**src/rtl/mmio_uart_transmitter.sv**
```systemverilog
// Memory-mapped 8N1 UART transmitter: CPU stores feed a TX FIFO that an FSM serialises onto tx.
// Define UART_TX_PARITY_EN to add the CONFIG register and an optional parity bit per frame.
module mmio_uart_transmitter #(
    parameter logic [31:0] BASE_ADDRESS   = 32'hFFFF_0000,
    parameter int unsigned CLOCKS_PER_BIT = 16,
    parameter int unsigned FIFO_DEPTH     = 8
) (
    input  logic        clock,
    input  logic        reset_n,
    input  logic        memory_write_en,
    input  logic [31:0] memory_address,
    input  logic [31:0] memory_write_value,
    output logic [31:0] memory_read_value,
    output logic        select,
    output logic        tx,
    output logic        busy
);
    localparam int unsigned PtrW   = $clog2(FIFO_DEPTH);
    localparam int unsigned CntW   = PtrW + 1;
    localparam int unsigned TimerW = $clog2(CLOCKS_PER_BIT);
    localparam logic [TimerW-1:0] BitReload = TimerW'(CLOCKS_PER_BIT - 1);
    localparam logic [CntW-1:0]   DepthVal  = CntW'(FIFO_DEPTH);

`ifdef UART_TX_PARITY_EN
    typedef enum logic [2:0] {StIdle, StStart, StData, StParity, StStop} state_e;
`else
    typedef enum logic [2:0] {StIdle, StStart, StData, StStop} state_e;
`endif

    // Address decode
    logic [31:0] offset;
    logic [1:0]  reg_index;
    logic        data_write;
    logic        status_write;

    // Out-of-window addresses wrap to large offsets, so one compare covers both bounds.
    assign offset       = memory_address - BASE_ADDRESS;
    assign select       = (offset < 32'd12);
    assign reg_index    = offset[3:2];
    assign data_write   = memory_write_en && select && (reg_index == 2'd0);
    assign status_write = memory_write_en && select && (reg_index == 2'd1);

    logic unused_write_bits;
    assign unused_write_bits = ^memory_write_value[31:8];

    // TX FIFO
    logic [7:0]      fifo_mem [FIFO_DEPTH];
    logic [PtrW-1:0] wr_ptr;
    logic [PtrW-1:0] rd_ptr;
    logic [CntW-1:0] count;
    logic            overflow;
    logic            fifo_full;
    logic            fifo_empty;
    logic            push_accept;
    logic            pop;
    logic [7:0]      fifo_head;

    state_e           state;
    logic [TimerW-1:0] bit_timer;
    logic [2:0]       bit_index;
    logic [7:0]       shifter;

    assign fifo_full   = (count == DepthVal);
    assign fifo_empty  = (count == '0);
    assign fifo_head   = fifo_mem[rd_ptr];
    assign pop         = !fifo_empty &&
                         ((state == StIdle) || ((state == StStop) && (bit_timer == '0)));
    // A pop frees the head slot this cycle, so a push at full can land in it.
    assign push_accept = data_write && (!fifo_full || pop);

    always_ff @(posedge clock) begin
        if (push_accept) begin
            fifo_mem[wr_ptr] <= memory_write_value[7:0];
        end
    end

    always_ff @(posedge clock or negedge reset_n) begin
        if (!reset_n) begin
            wr_ptr   <= '0;
            rd_ptr   <= '0;
            count    <= '0;
            overflow <= 1'b0;
        end else begin
            if (push_accept) begin
                wr_ptr <= wr_ptr + PtrW'(1);
            end
            if (pop) begin
                rd_ptr <= rd_ptr + PtrW'(1);
            end
            if (push_accept && !pop) begin
                count <= count + CntW'(1);
            end else if (!push_accept && pop) begin
                count <= count - CntW'(1);
            end
            if (data_write && !push_accept) begin
                overflow <= 1'b1;
            end else if (status_write && memory_write_value[3]) begin
                overflow <= 1'b0;
            end
        end
    end

`ifdef UART_TX_PARITY_EN
    logic config_write;
    logic parity_enable;
    logic parity_odd;
    logic frame_parity_en;
    logic frame_parity_bit;

    assign config_write = memory_write_en && select && (reg_index == 2'd2);

    always_ff @(posedge clock or negedge reset_n) begin
        if (!reset_n) begin
            parity_enable <= 1'b0;
            parity_odd    <= 1'b0;
        end else if (config_write) begin
            parity_enable <= memory_write_value[0];
            parity_odd    <= memory_write_value[1];
        end
    end
`endif

    // Serialiser FSM; tx and busy are registered alongside the state.
    always_ff @(posedge clock or negedge reset_n) begin
        if (!reset_n) begin
            state     <= StIdle;
            bit_timer <= '0;
            bit_index <= '0;
            shifter   <= '0;
            tx        <= 1'b1;
            busy      <= 1'b0;
`ifdef UART_TX_PARITY_EN
            frame_parity_en  <= 1'b0;
            frame_parity_bit <= 1'b0;
`endif
        end else if (pop) begin
            state     <= StStart;
            bit_timer <= BitReload;
            bit_index <= '0;
            shifter   <= fifo_head;
            tx        <= 1'b0;
            busy      <= 1'b1;
`ifdef UART_TX_PARITY_EN
            // CONFIG is latched per frame so mid-frame writes only affect the next one.
            frame_parity_en  <= parity_enable;
            frame_parity_bit <= (^fifo_head) ^ parity_odd;
`endif
        end else begin
            case (state)
                StIdle: begin
                    tx   <= 1'b1;
                    busy <= 1'b0;
                end
                StStart: begin
                    if (bit_timer == '0) begin
                        state     <= StData;
                        bit_timer <= BitReload;
                        bit_index <= '0;
                        tx        <= shifter[0];
                    end else begin
                        bit_timer <= bit_timer - TimerW'(1);
                    end
                end
                StData: begin
                    if (bit_timer == '0) begin
                        bit_timer <= BitReload;
                        if (bit_index == 3'd7) begin
`ifdef UART_TX_PARITY_EN
                            if (frame_parity_en) begin
                                state <= StParity;
                                tx    <= frame_parity_bit;
                            end else begin
                                state <= StStop;
                                tx    <= 1'b1;
                            end
`else
                            state <= StStop;
                            tx    <= 1'b1;
`endif
                        end else begin
                            bit_index <= bit_index + 3'd1;
                            shifter   <= shifter >> 1;
                            tx        <= shifter[1];
                        end
                    end else begin
                        bit_timer <= bit_timer - TimerW'(1);
                    end
                end
`ifdef UART_TX_PARITY_EN
                StParity: begin
                    if (bit_timer == '0) begin
                        state     <= StStop;
                        bit_timer <= BitReload;
                        tx        <= 1'b1;
                    end else begin
                        bit_timer <= bit_timer - TimerW'(1);
                    end
                end
`endif
                StStop: begin
                    // The non-empty case on the last stop cycle is handled by the pop branch.
                    if (bit_timer == '0) begin
                        state <= StIdle;
                        busy  <= 1'b0;
                        tx    <= 1'b1;
                    end else begin
                        bit_timer <= bit_timer - TimerW'(1);
                    end
                end
                default: begin
                    state <= StIdle;
                    busy  <= 1'b0;
                    tx    <= 1'b1;
                end
            endcase
        end
    end

    // Combinational read-back
    always_comb begin
        memory_read_value = '0;
        if (select) begin
            case (reg_index)
                2'd1: memory_read_value = {16'h0, 8'(count), 4'h0, overflow, busy,
                                           fifo_empty, fifo_full};
`ifdef UART_TX_PARITY_EN
                2'd2: memory_read_value = {30'h0, parity_odd, parity_enable};
`endif
                default: memory_read_value = '0;
            endcase
        end
    end

endmodule
```
**config.mk**
```make
export PLATFORM = sky130hd
export DESIGN_NAME = mmio_uart_transmitter
export DESIGN_NICKNAME = d
export VERILOG_FILES = /design/src/rtl/mmio_uart_transmitter.sv
export SDC_FILE = /design/constraint.sdc
export NUM_CORES = 1
export LEC_CHECK = 0
export CORE_MARGIN = 5
export CORE_UTILIZATION = 50
export CTS_CLUSTER_SIZE = 30
export DETAILED_ROUTE_END_ITERATION = 6
export PLACE_DENSITY = 0.84
export SYNTH_ARGS = -nofsm -noshare
export SYNTH_HDL_FRONTEND = slang
export SYNTH_SLANG_ARGS = --single-unit
```
**constraint.sdc**
```tcl
create_clock -name clock -period 4.2 [get_ports clock]
set_input_delay 0.63 -clock clock [delete_from_list [all_inputs] [get_ports clock]]
set_output_delay 0.63 -clock clock [all_outputs]
set_load 0.05 [all_outputs]
```
==> flow_summary.ini <==
[yosys]
ys_warn_count = 0
post_synth_inst_count = 320
synth.largest_area_cell = sky130_fd_sc_hd__edfxtp_1
yosys_register_bits = 94
synth-seq-area-share_pct = 60.28
synth_async_sr_flop_share_pct = 31.91
synthFlopType = sky130_fd_sc_hd__edfxtp_1
post_synth_main_area_contributors = sky130_fd_sc_hd__edfxtp_1, sky130_fd_sc_hd__dfrtp_1, sky130_fd_sc_hd__mux4_2, sky130_fd_sc_hd__buf_4, sky130_fd_sc_hd__ha_1
syn_area_per_cell_um2 = 13.86
yosysUniqueCellTypes = 55
synth.top_cell.area_share_pct = 43.33
post_synth_instance_area_um2 = 4436
synth_edf_count = 64

[cells_and_area]
layout_common_cells = sky130_fd_sc_hd__edfxtp_1, sky130_fd_sc_hd__clkdlybuf4s50_1, sky130_fd_sc_hd__nand2_1
stdcell_area_um2 = 5192
antenna_cells_inserted = 0
final_layout_size_suffix_gt1_share_pct = 17.10
mostFrequentLayoutCell = sky130_fd_sc_hd__edfxtp_1
layout.filler_cells = 656
synthToLayoutAreaGrowth_pct = 17.07
fin_nets = 461

[critical_path]
setup.worst_path.class = in -> out
rr_endpoint = count[3]
flop2flop_setup_slack_ns = 0.75
worstSetupEndpointType = primary output
rr_worst_depth = 15
reg2reg_from = bit_timer[0]
crit_path_from = memory_address[16]
critical_path.startpoint_type = input port
crit_arrival_ns = 2.99
required_time_worst_endpoint_ns = 3.57
crit_path_max_fanout = 11

[placed_design]
dpl-instance-area_um2 = 4981
gp_congestion = 0.8066
portBuffers = 51
dpl.hpwl_um = 5870

[min_path]
hold-path-cell-count = 1
hold_path_class = reg -> reg
holdCritStartpoint = overflow
hold_end = overflow

[clock_tree]
cts_post_setup_buffers_inserted = 0
ctsResizeCount = 0
clock_path_buffers = 2
cts_sinks = 94
clk_pin_slew_ns = 0.09
cts_buffers = 9
cts_htree_levels = 3
cts-root-buf = sky130_fd_sc_hd__clkbuf_8
clk-insertion-delay-late_ns = 0.37
cts_tree = built
holdBufCountCts = 0

[route]
drt_pass1_iterations = 4
wire_per_inst_um = 16.59
finalWirelength_um = 8195
drt-vias-per-instance = 5.520
route.detailed.drc = 0
postRouteAntennaNets = 0
vias = 2727
detailedRoute.firstIterationViolations = 71

[global_routing]
grt_overflow_total = 0
grt_max_degree = 31
grt_first_pass_wirelength_um = 13850
number_of_global_route_vias_before_repair = 2799
grt.total_usage_pct = 15.90
grt_antenna_before_repair = 0

[sta]
achievable-frequency_ghz = 0.2760
timing_worst_slew_pin_value_ns = 1.078
slew_violations = 0
post-route-min-period_ns = 3.624
timing.final.setup_violations = 0
setup_repair_after_global_routing_missed_its_margin = no
final_hold_viol_count = 0
setup-tns-final_ns = 0
worst_clock_skew_ns = 0.009264
maxSlewHeadroom_pct = 28.10
timing.final.crit_share_pct = 86.28

[flow_run]
number_of_maximum_capacitance_violations = 0

[pwr]
p_leak_nw = 1.952
cellPowerDensity_nw_per_um2 = 331.5
peak_vdd_ir_v = 0.0002828

[floorplanning]
ios = 102
initial_cell_density_of_the_core_pct = 51.11
fp.dieArea_um2 = 10850
die_width_um = 104.2
rows = 34
floorplan.die.height_um = 104.2
placeableCoreArea_um2 = 8678

[outcome]
outcome = finished, final reports clean
## Yosys cell counts, types with 2 or more instances
library cell and instances:
sky130_fd_sc_hd__buf_2 4, sky130_fd_sc_hd__nand2_1 35, sky130_fd_sc_hd__nor4_1 3, sky130_fd_sc_hd__buf_4 24
sky130_fd_sc_hd__and3_1 6, sky130_fd_sc_hd__nor2b_1 9, sky130_fd_sc_hd__nand4_1 4, sky130_fd_sc_hd__clkbuf_1 4
sky130_fd_sc_hd__a22oi_1 2, sky130_fd_sc_hd__nor2_1 18, sky130_fd_sc_hd__ha_1 12, sky130_fd_sc_hd__nand3_1 5
sky130_fd_sc_hd__dfrtp_1 29, sky130_fd_sc_hd__a31oi_1 8, sky130_fd_sc_hd__xor2_1 3, sky130_fd_sc_hd__a211oi_1 7
sky130_fd_sc_hd__mux2i_1 2, sky130_fd_sc_hd__xnor2_1 7, sky130_fd_sc_hd__buf_6 3, sky130_fd_sc_hd__edfxtp_1 64
sky130_fd_sc_hd__nor3_1 4, sky130_fd_sc_hd__a211o_1 2, sky130_fd_sc_hd__inv_1 7, sky130_fd_sc_hd__and2_1 2
sky130_fd_sc_hd__mux4_2 16, sky130_fd_sc_hd__nor3b_1 4, sky130_fd_sc_hd__a21oi_1 3, sky130_fd_sc_hd__o21ai_0 6
## per-stage QoR
stage	setup slack [ns]	cells	hold slack [ns]	utilization (%)	power (mW)
after floorplan	1.096	343	0.3344	-	1.079
after detailed placement	0.4048	478	0.4736	57.40	1.114
after global placement	0.5555	478	0.4741	57.40	1.111
after CTS	0.5744	494	0.4950	59.83	1.729
final	0.5763	494	0.4939	59.83	1.722
after global routing	0.4036	494	0.5125	59.83	1.777
## state kept, by name, indices dropped and copies added, names as in the netlist, 2 cells and up
register   cells
count          4
state          2
rd_ptr         3
fifo_mem      64
bit_index      3
shifter        8
wr_ptr         3
bit_timer      4
## final cells by class
type | instances | area, µm² | share of cell area (%)
clock inverters | 7 | 87.58 | 1.687
well taps | 108 | 135.1 | 2.602
flip-flops and latches | 94 | 2674 | 51.49
repair buffers | 62 | 573.1 | 11.04
inverters | 8 | 31.28 | 0.6024
clock buffers | 9 | 123.9 | 2.386
multi-input cells | 206 | 1568 | 30.19
## critical path: stages
cell and delay (ns):
sky130_fd_sc_hd__clkdlybuf4s50_1 0.45, sky130_fd_sc_hd__nand4_1 0.10, sky130_fd_sc_hd__or4_4 0.52, sky130_fd_sc_hd__nor4_4 0.28, sky130_fd_sc_hd__buf_4 0.20, sky130_fd_sc_hd__clkdlybuf4s50_1 0.82
## power by group
group	internal, mW	switching [mW]
logic	0.0353	0.0681
registers	0.990	0.00000000410
clock network	0.290	0.339
total	1.31	0.407
## metal layers
metal | global-route usage [%] | share of wire, % | up-vias
li1 | - | - | 1273
met1 | 19.15 | 41 | 1377
met2 | 28.23 | 53 | 66
met3 | 3.414 | 4.6 | 11
met4 | 5.273 | 1.6 | 0
met5 | 0 | 0 | -
## worst max-delay path by stage
stage | slack (ns) | cells past startpoint | to
2_1_floorplan | 1.10 | 6 | memory_read_value[0]
3_3_place_gp | 0.56 | 13 | count[3]
3_5_place_dp | 0.40 | 13 | count[3]
4_1_cts | 0.57 | 6 | select
5_1_grt | 0.40 | 15 | count[3]
6_report | 0.58 | 6 | select
## cells by family (layout without fill, tap and decap cells)
logic type	count (synthesis)	count (layout)	synth area share [%]
AND/OR/NAND/NOR	100	100	11.93
flip-flops	94	94	60.28
buffers and inverters	43	86	6.319
AO/OA/AOI/OAI	39	39	6.404
multiplexers	20	20	9.168
adder cells (fa/ha/maj)	13	13	3.836
XOR/XNOR	10	10	1.975
other	1	24	0.08455
Power figures use the tool's default switching activity.
